`src/rtl/usb_transaction.sv`:
```
// USB transaction sequencer: steers token/data/handshake events into the usb_ep endpoint block.
// Optional turnaround timeout on RX_WAIT/ACK_WAIT is enabled by USB_TRANSACTION_TIMEOUT_EN.
module usb_transaction #(
   parameter int TIMEOUT = 72
) (
   input  logic       clk,
   input  logic       rst_n,
   input  logic       token_valid,
   input  logic [1:0] token_pid,
   input  logic [3:0] token_ep,
   input  logic       rx_data_start,
   input  logic       rx_data_pid,
   input  logic       rx_byte_strobe,
   input  logic       rx_data_end,
   input  logic       rx_crc_ok,
   input  logic       rx_ack,
   output logic [3:0] ep_num,
   output logic       direction_in,
   output logic       setup,
   output logic       success,
   output logic [6:0] cnt,
   input  logic       toggle,
   input  logic [1:0] handshake,
   input  logic       in_data_valid,
   output logic       tx_start,
   output logic [3:0] tx_pid,
   input  logic       tx_byte_req,
   output logic       tx_last,
   input  logic       tx_done,
   output logic       busy
);

   typedef enum logic [2:0] {
      IDLE     = 3'd0,
      DECIDE   = 3'd1,
      RX_WAIT  = 3'd2,
      RX_DATA  = 3'd3,
      TX_HS    = 3'd4,
      TX_DATA  = 3'd5,
      ACK_WAIT = 3'd6
   } state_t;

   localparam logic [3:0] PID_ACK   = 4'h2;
   localparam logic [3:0] PID_NAK   = 4'hA;
   localparam logic [3:0] PID_STALL = 4'hE;
   localparam logic [3:0] PID_DATA0 = 4'h3;
   localparam logic [3:0] PID_DATA1 = 4'hB;
   localparam logic [6:0] CNT_MAX   = 7'd64;

   state_t state_r;
   logic   overflow_r;
   logic   data_pid_r;
   logic   token_take_s;

`ifdef USB_TRANSACTION_TIMEOUT_EN
   localparam int TW = $clog2(TIMEOUT + 1);
   logic [TW-1:0] timer_r;
   logic          timeout_s;
   assign timeout_s = (timer_r == TW'(TIMEOUT - 1));
`endif

   // A new token is accepted from IDLE, or as an abort from either wait state.
   assign token_take_s = token_valid && (token_pid != 2'b11) &&
                         ((state_r == IDLE) || (state_r == RX_WAIT) || (state_r == ACK_WAIT));
   assign tx_last      = !in_data_valid;
   assign busy         = (state_r != IDLE);

   // Transaction FSM with registered endpoint and transmitter controls.
   always_ff @(posedge clk) begin
      if (!rst_n) begin
         state_r      <= IDLE;
         overflow_r   <= 1'b0;
         data_pid_r   <= 1'b0;
         ep_num       <= 4'd0;
         direction_in <= 1'b0;
         setup        <= 1'b0;
         success      <= 1'b0;
         cnt          <= 7'd0;
         tx_start     <= 1'b0;
         tx_pid       <= PID_ACK;
`ifdef USB_TRANSACTION_TIMEOUT_EN
         timer_r      <= '0;
`endif
      end else begin
         success  <= 1'b0;
         tx_start <= 1'b0;
`ifdef USB_TRANSACTION_TIMEOUT_EN
         if (timer_r != {TW{1'b1}}) begin
            timer_r <= timer_r + TW'(1);
         end else begin
            timer_r <= timer_r;
         end
`endif
         if (token_take_s) begin
            ep_num       <= token_ep;
            direction_in <= (token_pid == 2'b01);
            setup        <= (token_pid == 2'b10);
            cnt          <= 7'd0;
            overflow_r   <= 1'b0;
            state_r      <= (token_pid == 2'b01) ? DECIDE : RX_WAIT;
`ifdef USB_TRANSACTION_TIMEOUT_EN
            timer_r      <= '0;
`endif
         end else begin
            case (state_r)
               IDLE: begin
                  state_r <= IDLE;
               end
               RX_WAIT: begin
                  if (rx_data_start) begin
                     data_pid_r <= rx_data_pid;
                     state_r    <= RX_DATA;
`ifdef USB_TRANSACTION_TIMEOUT_EN
                  end else if (timeout_s) begin
                     state_r <= IDLE;
`endif
                  end else begin
                     state_r <= RX_WAIT;
                  end
               end
               RX_DATA: begin
                  if (rx_data_end) begin
                     if (!rx_crc_ok || overflow_r) begin
                        state_r <= IDLE;
                     end else begin
                        case (handshake)
                           2'b00: begin
                              tx_start <= 1'b1;
                              tx_pid   <= PID_ACK;
                              success  <= (data_pid_r == toggle);
                              state_r  <= TX_HS;
                           end
                           2'b10: begin
                              tx_start <= 1'b1;
                              tx_pid   <= PID_NAK;
                              state_r  <= TX_HS;
                           end
                           2'b11: begin
                              tx_start <= 1'b1;
                              tx_pid   <= PID_STALL;
                              state_r  <= TX_HS;
                           end
                           default: state_r <= IDLE;
                        endcase
                     end
                  end else if (rx_byte_strobe) begin
                     // Saturate at a full 64-byte buffer and remember the overrun.
                     if (cnt == CNT_MAX) begin
                        overflow_r <= 1'b1;
                     end else begin
                        cnt <= cnt + 7'd1;
                     end
                  end else begin
                     state_r <= RX_DATA;
                  end
               end
               DECIDE: begin
                  case (handshake)
                     2'b00: begin
                        tx_start <= 1'b1;
                        tx_pid   <= toggle ? PID_DATA1 : PID_DATA0;
                        state_r  <= TX_DATA;
                     end
                     2'b10: begin
                        tx_start <= 1'b1;
                        tx_pid   <= PID_NAK;
                        state_r  <= TX_HS;
                     end
                     2'b11: begin
                        tx_start <= 1'b1;
                        tx_pid   <= PID_STALL;
                        state_r  <= TX_HS;
                     end
                     default: state_r <= IDLE;
                  endcase
               end
               TX_DATA: begin
                  if (tx_byte_req && in_data_valid && (cnt != CNT_MAX)) begin
                     cnt <= cnt + 7'd1;
                  end else begin
                     cnt <= cnt;
                  end
                  if (tx_done) begin
                     state_r <= ACK_WAIT;
`ifdef USB_TRANSACTION_TIMEOUT_EN
                     timer_r <= '0;
`endif
                  end else begin
                     state_r <= TX_DATA;
                  end
               end
               ACK_WAIT: begin
                  if (rx_ack) begin
                     success <= 1'b1;
                     state_r <= IDLE;
                  end else if (rx_data_start) begin
                     state_r <= IDLE;
`ifdef USB_TRANSACTION_TIMEOUT_EN
                  end else if (timeout_s) begin
                     state_r <= IDLE;
`endif
                  end else begin
                     state_r <= ACK_WAIT;
                  end
               end
               TX_HS: begin
                  if (tx_done) begin
                     state_r <= IDLE;
                  end else begin
                     state_r <= TX_HS;
                  end
               end
               default: state_r <= IDLE;
            endcase
         end
      end
   end

endmodule

```
`config.mk`:
```
export PLATFORM = sky130hd
export DESIGN_NAME = usb_transaction
export DESIGN_NICKNAME = d
export VERILOG_FILES = /design/src/rtl/usb_transaction.sv
export SDC_FILE = /design/constraint.sdc
export NUM_CORES = 1
export LEC_CHECK = 0
export CORE_MARGIN = 3
export CORE_UTILIZATION = 30
export CTS_CLUSTER_SIZE = 8
export DETAILED_ROUTE_END_ITERATION = 8
export PLACE_DENSITY = 0.68
export RECOVER_POWER = 100
export SETUP_SLACK_MARGIN = 0.02
export SLEW_MARGIN = 20
export SYNTH_ARGS = -nofsm -noshare
export SYNTH_HDL_FRONTEND = slang
export SYNTH_SLANG_ARGS = --single-unit
```
`constraint.sdc`:
```
create_clock -name clk -period 4 [get_ports clk]
set_input_delay 1.2 -clock clk [delete_from_list [all_inputs] [get_ports clk]]
set_output_delay 1.2 -clock clk [all_outputs]
set_load 0.03 [all_outputs]
```
==> results of run 1 <==
==> logic make-up (layout without fill, tap and decap cells) <==
family	Yosys count	count (layout)	synth area share [%]
AO/OA/AOI/OAI	38	38	21.4
XOR/XNOR	1	1	0.762
adder cells (fa/ha/maj)	2	2	2.18
buffers and inverters	14	52	5.66
flip-flops	23	23	40.0
multiplexers	6	6	5.22
other	1	1	0.326
AND/OR/NAND/NOR	51	51	24.4
==> state kept, by name, indices dropped and copies added (netlist names) <==
| register | flops |
|---|---|
| tx_start | 1 |
| success | 1 |
| overflow_r | 1 |
| data_pid_r | 1 |
| ep_num | 4 |
| state_r | 3 |
| setup | 1 |
| cnt | 7 |
| tx_pid | 3 |
| direction_in | 1 |
==> synth_stat cells (all sizes together), types with 2 or more instances <==
library cell and count:
and2 2, a32o 2, or4 3, nand4 2
o31ai 3, or3 4, and3 2, nand2 7
a211oi 2, o31a 2, inv 8, nand3 5
mux2i 6, a21oi 13, dfxtp 23, ha 2
nor2b 2, nor2 11, o21ai 9, buf 3
nor3 4, nor4 2, clkbuf 3, nand2b 2
and3b 2
==> per-layer routing <==
layer | vias to the layer above | share of wire [%]
met5 | - | 0
met4 | 0 | 0.81
met3 | 4 | 7.3
met2 | 47 | 46
met1 | 544 | 46
li1 | 571 | -
==> power by group through the flow <==
stage / Sequential (mW) / Combinational [mW] / Clock, mW
after floorplan: 0.252 / 0.0315 / 0
after global placement: 0.246 / 0.0770 / 0
after detailed placement: 0.246 / 0.0778 / 0
after CTS: 0.241 / 0.0781 / 0.150
after global routing: 0.242 / 0.0806 / 0.160
final: 0.240 / 0.0742 / 0.142
==> worst min path at each step <==
stage	depth (start not counted)	slack [ns]	endpoint
global placement	2	0.45	overflow_r
global route	2	0.50	tx_pid[3]
finish	2	0.47	overflow_r
detailed placement	2	0.45	overflow_r
CTS	2	0.47	overflow_r
floorplan	2	0.43	overflow_r
==> through the flow <==
step | power [mW] | area, µm² | cells | util, % | hold WS [ns]
after floorplan | 0.284 | 1150 | 136 | - | 0.428
after global placement | 0.323 | 1570 | 216 | 44.7 | 0.452
after detailed placement | 0.324 | 1570 | 216 | 44.7 | 0.453
after CTS | 0.469 | 1620 | 220 | 46.0 | 0.474
after global routing | 0.483 | 1610 | 220 | 45.8 | 0.501
final | 0.457 | 1610 | 220 | 45.8 | 0.470
==> worst min-delay path, stage by stage (launching register included) <==
cell	delay (ns)
dfxtp_1	0.33
a21oi_1	0.04
nor2_1	0.07
==> cell type report <==
class | count | area (µm²)
Fill cell | 352 | 1910
Multi-Input combinational cell | 99 | 617
Sequential cell | 23 | 460
Timing Repair Buffer | 40 | 400
Tap cell | 46 | 57.6
Clock buffer | 3 | 41.3
Inverter | 8 | 30.0
Clock inverter | 1 | 5.00
==> metrics.md, run 1 <==
| Metric | Value |
|---|---|
| Outcome | `finished, final reports clean` |
| P_sw | `117 µW` |
| Internal power | `340 µW` |
| WP depth | `3` |
| Die height | `67.9 µm` |
| Vias | `1,166` |
| DR iter-0 viols | `84` |
| Num CTS Buffers | `3` |
| Synth top area cells | `dfxtp_1 (40%), a21oi_1 (5.7%), mux2i_1 (5.2%), nor2_1 (3.6%), o21ai_0 (3.0%)` |
| Reg clk slew, reported paths | `0.08 ns` |
| Layout cells sized above 1 | `2.30%` |
| Largest fanout on the critical path | `2` |
| Via density | `5.30` |
| Minimum clock period | `3.60 ns` |
| Die footprint | `0.00461 mm²` |
| Routed wire length | `2860 µm` |
| RSZ-0062 raised after global routing | `no` |
| Synth cell types | `40` |
| Synthesized area | `0.00115 mm²` |
| Clock Latency Late Sink | `0.26 ns` |
| Routing usage on met1 | `15.8%` |
| Critical Path RT | `2.80 ns` |
| Post-CTS Resized | `0` |
| Die X | `67.9 µm` |
| Largest net degree at the start of global routing | `17` |
| Syn_area_per_cell | `8.45 µm²` |
| TritonCTS clock tree | `done` |
| Dominant synthesized flop cell | `dfxtp_1` |
| Slew headroom | `37.2%` |
| Initial antenna violation count | `0` |
| Max frequency | `0.278 GHz` |
| H-tree lvl count | `1` |
| Slew @ Worst Pin | `0.941 ns` |
| Sequential share of power | `52.6%` |
| Syn Inst Count | `136` |
| Clock Skew | `0.00203 ns` |
| Final #Nets | `198` |
| Met3 GRT Util | `4.60%` |
| Period utilization | `90.1%` |
| Fin. Hold Viols | `0` |
| 1st-pass router iterations | `4` |
| Overall routing resource usage | `13.2%` |
| Post-synth top area share | `40.0%` |
| Worst hold path startpoint | `overflow_r` |
| Power per cell area | `283 mW/mm²` |
| Number of I/O pins | `42` |
| Worst setup path endpoint | `tx_last` |
| Post-synth EDFFs | `0` |
| FFs w/ async S/R, synth | `0%` |
| Leakage | `0.637 nW` |
| DRC viols | `0` |
| Setup bufs post-CTS | `0` |
| Most frequent cells in the layout | `dlygate4sd3_1 (24), dfxtp_1 (23), clkdlybuf4s50_1 (16), a21oi_1 (13), nor2_1 (11)` |
| Antenna Nets Post-Route | `0` |
| Port Buffer Count | `40` |
| #FFs+latches synth | `23` |
| Num rows | `21` |
| Root buffer cell | `clkbuf_8` |
| Final setup TNS | `0 ns` |
| Combinational share of power | `16.3%` |
| Reg2Reg Launch Point | `state_r[1]` |
| Crit path launch | `in_data_valid` |
| Global-route wire length before repair | `4650 µm` |
| Number of global-route vias before repair | `1,077` |
| Pre-CTS setup slack | `0.438 ns` |
| Yosys top cell by area | `dfxtp_1` |
| VDD IR max | `0.257 mV` |
| Crit path capture type | `output pin` |
| Worst Setup Start Kind | `primary input` |
| Met2 GRT Util | `22.1%` |
| Layout Area Growth over Synthesis | `40.2%` |
| Syn nets | `159` |
| Max-Cap Viols | `0` |
| Global placer's final weighted congestion | `0.763` |
| Clk buf depth | `2` |
| Slowest stage cell, crit path | `dlygate4sd3_1` |
| Grt ovf | `0` |
| Yosys warns | `0` |
| Setup violators final | `0` |
| Arrival @ worst endpoint | `2.40 ns` |
| Net Sw Frac | `25.6%` |
| Worst reg2reg setup slack | `2.00 ns` |
| Crit path buf inv count | `3` |
| CTS Sinks | `23` |
| WL/cell | `13.0 µm` |
| Clock share of power | `31.1%` |
| Most common cell after layout, fill and taps aside | `dlygate4sd3_1` |
| Critical Path Max Stage Delay | `0.73 ns` |
| Layer with the highest usage | `met2` |
| R2r endpoint | `cnt[3]` |
| Final Max Tran Viols | `0` |
| FF-to-FF path depth | `4` |
| Core box area | `0.00352 mm²` |
| Critical path cell sequence | `clkdlybuf4s50_1, inv_1, dlygate4sd3_1` |
| Starting Density | `32.7%` |
| Worst Setup Path Type | `primary input to output pin` |
| Worst Hold Class | `flop to flop` |
| Final HPWL DP | `2190 µm` |
| Crit-path leading delay family | `buffers and inverters` |
| Final WS setup | `0.397 ns` |
| ANT cells | `0` |
| Sequential share of the synthesized area | `40.0%` |
| Hold_buf cts | `0` |
Power figures use the tool's default switching activity.
==> run 2, diff against run 1 <==
--- a/config.mk
+++ b/config.mk
@@ -16,3 +16,4 @@
 export SYNTH_ARGS = -nofsm -noshare
 export SYNTH_HDL_FRONTEND = slang
 export SYNTH_SLANG_ARGS = --single-unit
+export TNS_END_PERCENT = 5
==> results of run 2 <==
The final DEF is identical to that of run 1; final timing and power are the same.
==> run 3, diff against run 2 <==
--- a/config.mk
+++ b/config.mk
@@ -5,6 +5,7 @@
 export SDC_FILE = /design/constraint.sdc
 export NUM_CORES = 1
 export LEC_CHECK = 0
+export CAP_MARGIN = 20
 export CORE_MARGIN = 3
 export CORE_UTILIZATION = 30
 export CTS_CLUSTER_SIZE = 8
==> results of run 3 <==
The final DEF is identical to that of run 1; final timing and power are the same.
